$ cat src/rtl/brightness_gain_ramp.sv
// brightness_gain_ramp: per-channel brightness scaler with saturating fixed-point gain
// that ramps toward a level-derived target once per frame (at SOF), valid/ready streamed.
// Optional build macro BRIGHTNESS_ROUND_EN: round half up before saturation (default: truncate).
// Ports:
//   clk, rst_n                 pixel clock, synchronous active-low reset
//   in_data_i/in_sof_i/in_valid_i/in_ready_o   input pixel stream (in_sof_i marks first pixel)
//   level_i                    brightness level, target gain = level+1, sampled on accepted SOF
//   out_data_o/out_sof_o/out_valid_o/out_ready_i output pixel stream, latency 2
//   gain_cur_o                 current gain, FRAC_W fractional bits
//   ramp_busy_o                high while current gain differs from target
module brightness_gain_ramp #(
    parameter int CH_W      = 4,
    parameter int NUM_CH    = 3,
    parameter int LVL_W     = 3,
    parameter int FRAC_W    = 2,
    parameter int RAMP_STEP = 1
) (
    input  logic                     clk,
    input  logic                     rst_n,
    input  logic [NUM_CH*CH_W-1:0]   in_data_i,
    input  logic                     in_sof_i,
    input  logic                     in_valid_i,
    output logic                     in_ready_o,
    input  logic [LVL_W-1:0]         level_i,
    output logic [NUM_CH*CH_W-1:0]   out_data_o,
    output logic                     out_sof_o,
    output logic                     out_valid_o,
    input  logic                     out_ready_i,
    output logic [LVL_W+FRAC_W:0]    gain_cur_o,
    output logic                     ramp_busy_o
);
    localparam int GW = LVL_W + FRAC_W + 1;
    localparam int PW = CH_W + GW;
    localparam int DW = NUM_CH * CH_W;
    localparam logic [GW-1:0] STEP = GW'(RAMP_STEP);
    localparam logic [GW-1:0] ONE = GW'(1) << FRAC_W;
    localparam logic [PW-1:0] MAX = PW'((2 ** CH_W) - 1);
`ifdef BRIGHTNESS_ROUND_EN
    localparam logic [PW-1:0] RND = PW'((2 ** FRAC_W) / 2);
`else
    localparam logic [PW-1:0] RND = '0;
`endif
    typedef enum logic [1:0] {HOLD, UP, DOWN} state_t;
    state_t          state_q;
    logic [GW-1:0]   gain_q, gain_d, target_d, s1_gain_q;
    logic [DW-1:0]   s1_data_q, out_data_q, scaled;
    logic            s1_valid_q, s1_sof_q, out_valid_q, out_sof_q;
    logic            en, acc, upd;
    // whole pipeline advances together; it only freezes while a pixel waits at the output
    assign en          = out_ready_i | ~out_valid_q;
    assign acc         = in_valid_i & en;
    assign upd         = acc & in_sof_i;
    assign in_ready_o  = en;
    assign out_data_o  = out_data_q;
    assign out_sof_o   = out_sof_q;
    assign out_valid_o = out_valid_q;
    assign gain_cur_o  = gain_q;
    assign ramp_busy_o = state_q != HOLD;
    assign target_d = (GW'(level_i) + GW'(1)) << FRAC_W;
    // one step toward target, clamped so it never overshoots
    assign gain_d = (RAMP_STEP == 0) ? target_d
                  : (target_d > gain_q) ? ((target_d - gain_q > STEP) ? gain_q + STEP : target_d)
                  : (gain_q - target_d > STEP) ? gain_q - STEP : target_d;
    always_ff @(posedge clk) begin
        if (!rst_n) begin
            gain_q  <= ONE;
            state_q <= HOLD;
        end else if (upd) begin
            gain_q  <= gain_d;
            state_q <= (gain_d == target_d) ? HOLD : (gain_d < target_d) ? UP : DOWN;
        end
    end
    for (genvar c = 0; c < NUM_CH; c++) begin : g_ch
        logic [PW-1:0] p, s;
        assign p = PW'(s1_data_q[c*CH_W +: CH_W]) * PW'(s1_gain_q);
        assign s = (p + RND) >> FRAC_W;
        assign scaled[c*CH_W +: CH_W] = (s > MAX) ? MAX[CH_W-1:0] : s[CH_W-1:0];
    end
    always_ff @(posedge clk) begin
        if (!rst_n) begin
            s1_valid_q  <= 1'b0;
            s1_sof_q    <= 1'b0;
            s1_data_q   <= '0;
            s1_gain_q   <= ONE;
            out_valid_q <= 1'b0;
            out_sof_q   <= 1'b0;
            out_data_q  <= '0;
        end else if (en) begin
            s1_valid_q  <= in_valid_i;
            s1_sof_q    <= in_sof_i & in_valid_i;
            s1_data_q   <= in_data_i;
            // an accepted SOF pixel already uses the freshly stepped gain
            s1_gain_q   <= upd ? gain_d : gain_q;
            out_valid_q <= s1_valid_q;
            out_sof_q   <= s1_sof_q;
            out_data_q  <= scaled;
        end
    end
endmodule
$ cat config.mk
export PLATFORM = sky130hd
export DESIGN_NAME = brightness_gain_ramp
export DESIGN_NICKNAME = d
export VERILOG_FILES = /design/src/rtl/brightness_gain_ramp.sv
export SDC_FILE = /design/constraint.sdc
export NUM_CORES = 1
export LEC_CHECK = 0
export CORE_MARGIN = 5
export CORE_UTILIZATION = 63
export CTS_CLUSTER_SIZE = 20
export DETAILED_ROUTE_END_ITERATION = 16
export GPL_TIMING_DRIVEN = 0
export PLACE_DENSITY = 0.87
export SLEW_MARGIN = 20
export SYNTH_ARGS = -nofsm -noshare
export SYNTH_HDL_FRONTEND = slang
export SYNTH_SLANG_ARGS = --single-unit
$ cat constraint.sdc
create_clock -name clk -period 10 [get_ports clk]
set_input_delay 2 -clock clk [delete_from_list [all_inputs] [get_ports clk]]
set_output_delay 2 -clock clk [all_outputs]
set_load 0.005 [all_outputs]
==> results.cfg, run 1 <==
[worst_setup_path]
cp-end-kind = output port
worst-setup-path-type = input pin to output port
rrSetupSlack_ns = 5.92
crit_start = out_ready_i
cp-start-kind = input pin
r2r_start = s1_gain_q[3]
required_ns = 8.00
r2r-end = out_data_o[8]
critPathCapture = in_ready_o
rr_worst_depth = 11
path_max_fanout = 10
crit_arrival_ns = 4.03

[logic_synthesis]
syn_area_sq_mm = 0.00431
synth_edf_count = 0
synth_cell_types = 60
synth_mux_area_share_pct = 0.465
synth-simple-area-share_pct = 19.8
yosys-top-cells-area = dfxtp_1 (20%), ha_1 (16%), fa_1 (12%), nand2_1 (6.6%), inv_1 (5.3%)
postSynthCellCount = 517
ys_ff_latch = 42
ys.flop_type = dfxtp_1
synth_top_family_by_area = adder cells
synth_seq_area_share_pct = 19.5
syn_area_per_cell_sq_um = 8.33
yosys.area_share.xor_xnor_pct = 3.66
synth_nets = 618
ys_warn_count = 0
synth_fa_ha_area_share_pct = 27.9
synth_top_area_share_pct = 19.5
synth_compound_area_share_pct = 21.7
async_reset_ff_share_pct = 0
yosysTopAreaCell = dfxtp_1

[clocking]
cts_buffer_depth = 2
htreeDepth = 2
cts_buffers = 5
worstSkewPairLatency_ns = 0.31
post_cts_resized = 0
cts_root_buf = clkbuf_8
cts_sinks = 42
cts_tree = yes
hold_buffers = 0
post_cts_buffers = 0
clk_pin_slew_ns = 0.09

[timing]
tightest_slew_ns = 0.814
finalClockSkew_ns = 0.00303
final.min_clock_period_ns = 6.03
hold_viol = 0
finalSetupViolations = 0
grt_setup_unrepaired = false
whs_ns = 0.467
finalSetupTns_ns = 0
max_freq_mhz = 166
report.final.slew_viol_count = 0
slew_headroom_pct = 44.3
min_period_over_period_pct = 60.3

[placement]
hpwl_mm = 8.09
gp_congestion = 0.879
portBuffers = 41
place_area_sq_mm = 0.00482

[pwr]
p_leak_nw = 2.31
power.density_mw_per_mm2 = 117
ir_worst_vdd_v = 0.000122

[floorplanning]
dieArea_sq_mm = 0.00859
start_util_pct = 64.1
die_y_microns = 92.7
rows = 30
pin_count = 42
core_area_sq_mm = 0.00672
die_w_microns = 92.7

[routing]
drt_iter0_markers = 208
vias = 4023
dr.pass1.iters = 5
routed_wl_mm = 10.6
drc_errors = 0
viasPerCell = 6.23
avgRoutedWirePerCell_microns = 16.5
ant_nets = 0

[layout]
drive_above_1_share_pct = 6.54
nets = 666
finalInstanceArea_sq_mm = 0.00491
syn2layout_area_growth_pct = 13.9
antennaDiodeCount = 0

[global_routing]
grt.overflow.total = 0
grt_max_degree = 15
antenna_found_initial = 0
grt_usage_pct = 25.1
grt_pass1_wl_mm = 17.3
grt_pass1_vias = 3784

[run]
drv_cap = 0

[hold_path]
hp-start = s1_sof_q
hold_path_class = flip-flop to flip-flop

[outcome]
status = finished, final reports clean
-- power by group --
group          leakage [nW]  internal [mW]  switching [mW]
logic                  1.92          0.120           0.132
clock network        0.0441         0.0492          0.0673
registers             0.348          0.186          0.0185
-- critical path: stages --
cell and delay (ns):
clkdlybuf4s50_1 0.40, nor2b_1 0.11, clkbuf_1 0.26, clkinv_1 0.38
clkbuf_1 0.35, clkdlybuf4s50_1 0.52
-- cells in the mapped netlist, types with 3 or more instances --
library cell,number
a211oi_1,6
a21o_1,9
a21oi_1,33
a221o_2,3
a221oi_1,3
a31oi_1,3
and2_1,32
and3_1,4
clkbuf_1,17
dfxtp_1,42
fa_1,25
ha_1,56
inv_1,61
nand2_1,76
nand2b_1,4
nand3_1,9
nor2_1,11
nor2b_1,5
nor3_1,10
nor4_1,3
o21a_1,6
o21ai_0,19
o21ai_1,3
o221a_2,11
o221ai_1,5
or3_1,3
xnor2_1,14
xor2_1,4
-- per-layer routing --
layer | up-vias | GRT usage, % | part of all wire (%)
met5 | - | 0 | 0
met4 | 0 | 6.72 | 2.0
met3 | 27 | 4.63 | 7.4
met2 | 185 | 44.5 | 48
met1 | 1924 | 31.3 | 42
li1 | 1887 | - | -
-- state kept, by name, summed over array words and instances, names as in the netlist --
register	count
s1_valid_q	1
s1_gain_q	6
state_q	2
s1_sof_q	1
gain_cur_o	6
out_valid_o	1
out_sof_o	1
out_data_o	12
s1_data_q	12
-- worst min path at each step --
stage | slack [ns] | cells after the start | to
2_1_floorplan | 0.43 | 2 | s1_valid_q
3_3_place_gp | 0.45 | 2 | s1_sof_q
3_5_place_dp | 0.45 | 2 | out_sof_o
4_1_cts | 0.47 | 2 | out_sof_o
5_1_grt | 0.50 | 2 | s1_valid_q
6_report | 0.47 | 2 | out_sof_o
-- per-stage QoR --
step / worst slack, ns / power [mW] / std cells / util, %
finish: 3.97 / 0.573 / 646 / 73.1
global route: 3.79 / 0.609 / 646 / 73.1
CTS: 3.99 / 0.570 / 646 / 73.1
detailed placement: 3.76 / 0.455 / 638 / 71.7
global placement: 3.91 / 0.444 / 638 / 71.7
floorplan: 4.82 / 0.376 / 517 / -
-- area by class of cell --
| class | count | area [sq um] |
|---|---|---|
| inverters | 63 | 236 |
| repair buffers | 41 | 410 |
| clock buffers | 5 | 68.8 |
| fillers | 508 | 1810 |
| clock inverters | 3 | 21.3 |
| flip-flops and latches | 42 | 841 |
| plain buffers | 17 | 63.8 |
| well taps | 80 | 100 |
| multi-input cells | 395 | 3170 |
-- cells by family (layout without fill, tap and decap cells) --
logic type      Yosys count  count (layout)
compound gates          125             125
xor+xnor                 18              18
fa+ha+maj                81              81
buf+inv                  80             129
flops                    42              42
mux                       2               2
simple gates            169             169
-- layout by cell type, fill, tap and decap left out, types with 10 or more instances in the layout --
master            n
a21oi_1          33
and2_1           32
clkbuf_1         17
clkdlybuf4s50_1  41
dfxtp_1          42
fa_1             25
ha_1             56
inv_1            61
nand2_1          76
nor2_1           11
nor3_1           10
o21ai_0          19
o221a_2          11
xnor2_1          14
Note: power is estimated with default switching activity, not from simulation.
==> inputs of run 2 (changes only) <==
--- a/config.mk
+++ b/config.mk
@@ -6,11 +6,11 @@
 export NUM_CORES = 1
 export LEC_CHECK = 0
 export CORE_MARGIN = 5
-export CORE_UTILIZATION = 63
+export CORE_UTILIZATION = 53
 export CTS_CLUSTER_SIZE = 20
 export DETAILED_ROUTE_END_ITERATION = 16
 export GPL_TIMING_DRIVEN = 0
-export PLACE_DENSITY = 0.87
+export PLACE_DENSITY = 0.78
 export SLEW_MARGIN = 20
 export SYNTH_ARGS = -nofsm -noshare
 export SYNTH_HDL_FRONTEND = slang
==> constraint.sdc (replaced) <==
create_clock -name clk -period 5.4 [get_ports clk]
set_input_delay 1.08 -clock clk [delete_from_list [all_inputs] [get_ports clk]]
set_output_delay 1.08 -clock clk [all_outputs]
set_load 0.005 [all_outputs]
==> results.cfg, run 2 (synthesis results as in run 1) <==
[layout]
fin_util_pct = 63.5
layout_commonest_cell = nand2_1
syn2layout_area_growth_pct = 15.1
drive_above_1_share_pct = 6.54
nets = 666
final_cell_mix = nand2_1 (76), inv_1 (61), ha_1 (56), dfxtp_1 (42), clkdlybuf4s50_1 (41)
finalInstanceArea_sq_mm = 0.00496
antennaDiodeCount = 0
fillCellCount = 689

[pwr]
power.share.combinational_pct = 42.0
power.density_mw_per_mm2 = 221
p_leak_nw = 2.32
switchingPower_mw = 0.394
netSwitchingFraction_pct = 35.9
seq_power_share_pct = 34.4
pwr-share-clk_pct = 23.6
ir_worst_vdd_v = 0.000148
p_int_mw = 0.704

[floorplanning]
die_w_microns = 100
dieArea_sq_mm = 0.0100
pin_count = 42
core_area_sq_mm = 0.00781
rows = 32
start_util_pct = 55.2
die_y_microns = 100

[clocking]
post_cts_buffers = 0
worstSkewPairLatency_ns = 0.30
post_cts_resized = 0
htreeDepth = 2
clk_pin_slew_ns = 0.08
hold_buffers = 0
cts_buffers = 5
cts_root_buf = clkbuf_8
cts_sinks = 42
cts_buffer_depth = 2
cts_tree = yes

[timing]
min_period_over_period_pct = 92.7
final.min_clock_period_ns = 5.01
finalSetupViolations = 0
whs_ns = 0.463
slew_headroom_pct = 57.1
report.final.slew_viol_count = 0
setup_slack_ns = 0.395
max_freq_mhz = 200
tightest_slew_ns = 0.627
grt_setup_unrepaired = false
hold_viol = 0
finalClockSkew_ns = 0.00964
finalSetupTns_ns = 0

[worst_setup_path]
critPathCapture = state_q[0]
cp_slowest_cell = clkdlybuf4s50_1
crit_arrival_ns = 5.25
crit_chain = clkdlybuf4s50_1 > ha_1 > xnor2_1 > inv_1 > ha_1 > and3b_1 > or3_4 > a211oi_1 > a211oi_1 > a31oi_1 > inv_1 > ha_1 > and4_1 > nand2_1 > a21oi_1 > a211oi_1 > a32o_1
cp-end-kind = flip-flop
critPathMaxStageDelay_ns = 0.50
required_ns = 5.64
crit_start = level_i[0]
worst-setup-path-type = input pin to flip-flop
r2r_start = s1_gain_q[3]
path_max_fanout = 7
rr_worst_depth = 11
r2r-end = out_data_o[9]
rrSetupSlack_ns = 1.36
cp-start-kind = input pin

[global_routing]
antenna_found_initial = 0
grt_pass1_vias = 3774
grt_usage_pct = 20.9
grt_pass1_wl_mm = 17.3
grt_max_degree = 15
grt.overflow.total = 0

[routing]
avgRoutedWirePerCell_microns = 15.2
drt_iter0_markers = 201
viasPerCell = 5.70
routed_wl_mm = 10.2
dr.pass1.iters = 4
drc_errors = 0
ant_nets = 0
vias = 3810

[hold_path]
hold_path_class = flip-flop to flip-flop

[placement]
portBuffers = 41
gp_congestion = 0.897
hpwl_mm = 8.03
post-place-ws_ns = 0.128
place_area_sq_mm = 0.00485

[outcome]
status = finished, final reports clean

[run]
drv_cap = 0
==> run 2: cell count changes in the layout (fill, tap and decap cells not counted) <==
cell        previous run  this run
clkinvlp_4             1         2
bufinv_16              0         1
clkinv_2               1         0
clkinv_4               1         0
==> run 2: worst min-delay path by stage <==
stage	from	endpoint	slack, ns	cells after the start
2_1_floorplan	s1_valid_q	s1_valid_q	0.43	2
3_3_place_gp	s1_valid_q	s1_valid_q	0.44	2
3_5_place_dp	s1_sof_q	s1_sof_q	0.45	2
4_1_cts	s1_sof_q	out_sof_o	0.46	2
5_1_grt	s1_sof_q	s1_sof_q	0.49	2
6_report	s1_sof_q	s1_sof_q	0.46	2
==> run 2: layer usage <==
layer / up-vias / share of wire [%] / track usage, %
li1: 1885 / - / -
met1: 1805 / 46 / 29.1
met2: 109 / 47 / 34.4
met3: 11 / 6.2 / 3.41
met4: 0 / 0.98 / 4.46
met5: - / 0 / 0
==> run 2: layout make-up <==
class                   count  area [sq um]  share of cell area, %
inverters                  63           236                   4.77
flip-flops and latches     42           841                   16.9
clock buffers               5          68.8                   1.39
clock inverters             3          45.0                  0.908
repair buffers             41           410                   8.27
plain buffers              17          63.8                   1.29
multi-input cells         395          3170                   63.9
well taps                 102           128                   2.57
==> run 2: metrics by stage <==
step	total power, mW	std cells
2_1_floorplan	0.696	517
4_1_cts	1.10	668
5_1_grt	1.18	668
3_3_place_gp	0.828	660
6_report	1.10	668
3_5_place_dp	0.843	660
==> run 2: critical path: cells and delay by family <==
kind / cells / cell delay, ns
xor gates and xnor gates: 1 / 0.33
adders and majority gates: 3 / 0.98
AOI/OAI and AO/OA: 6 / 1.23
and+or+nand+nor: 4 / 0.95
buffers and inverters: 3 / 0.66
==> run 2: power by group through the flow <==
stage	registers, mW	clock network, mW	logic, mW
after floorplan	0.378	0	0.318
after global routing	0.384	0.275	0.516
after detailed placement	0.385	0	0.458
after global placement	0.384	0	0.445
after CTS	0.378	0.261	0.461
final	0.378	0.259	0.461
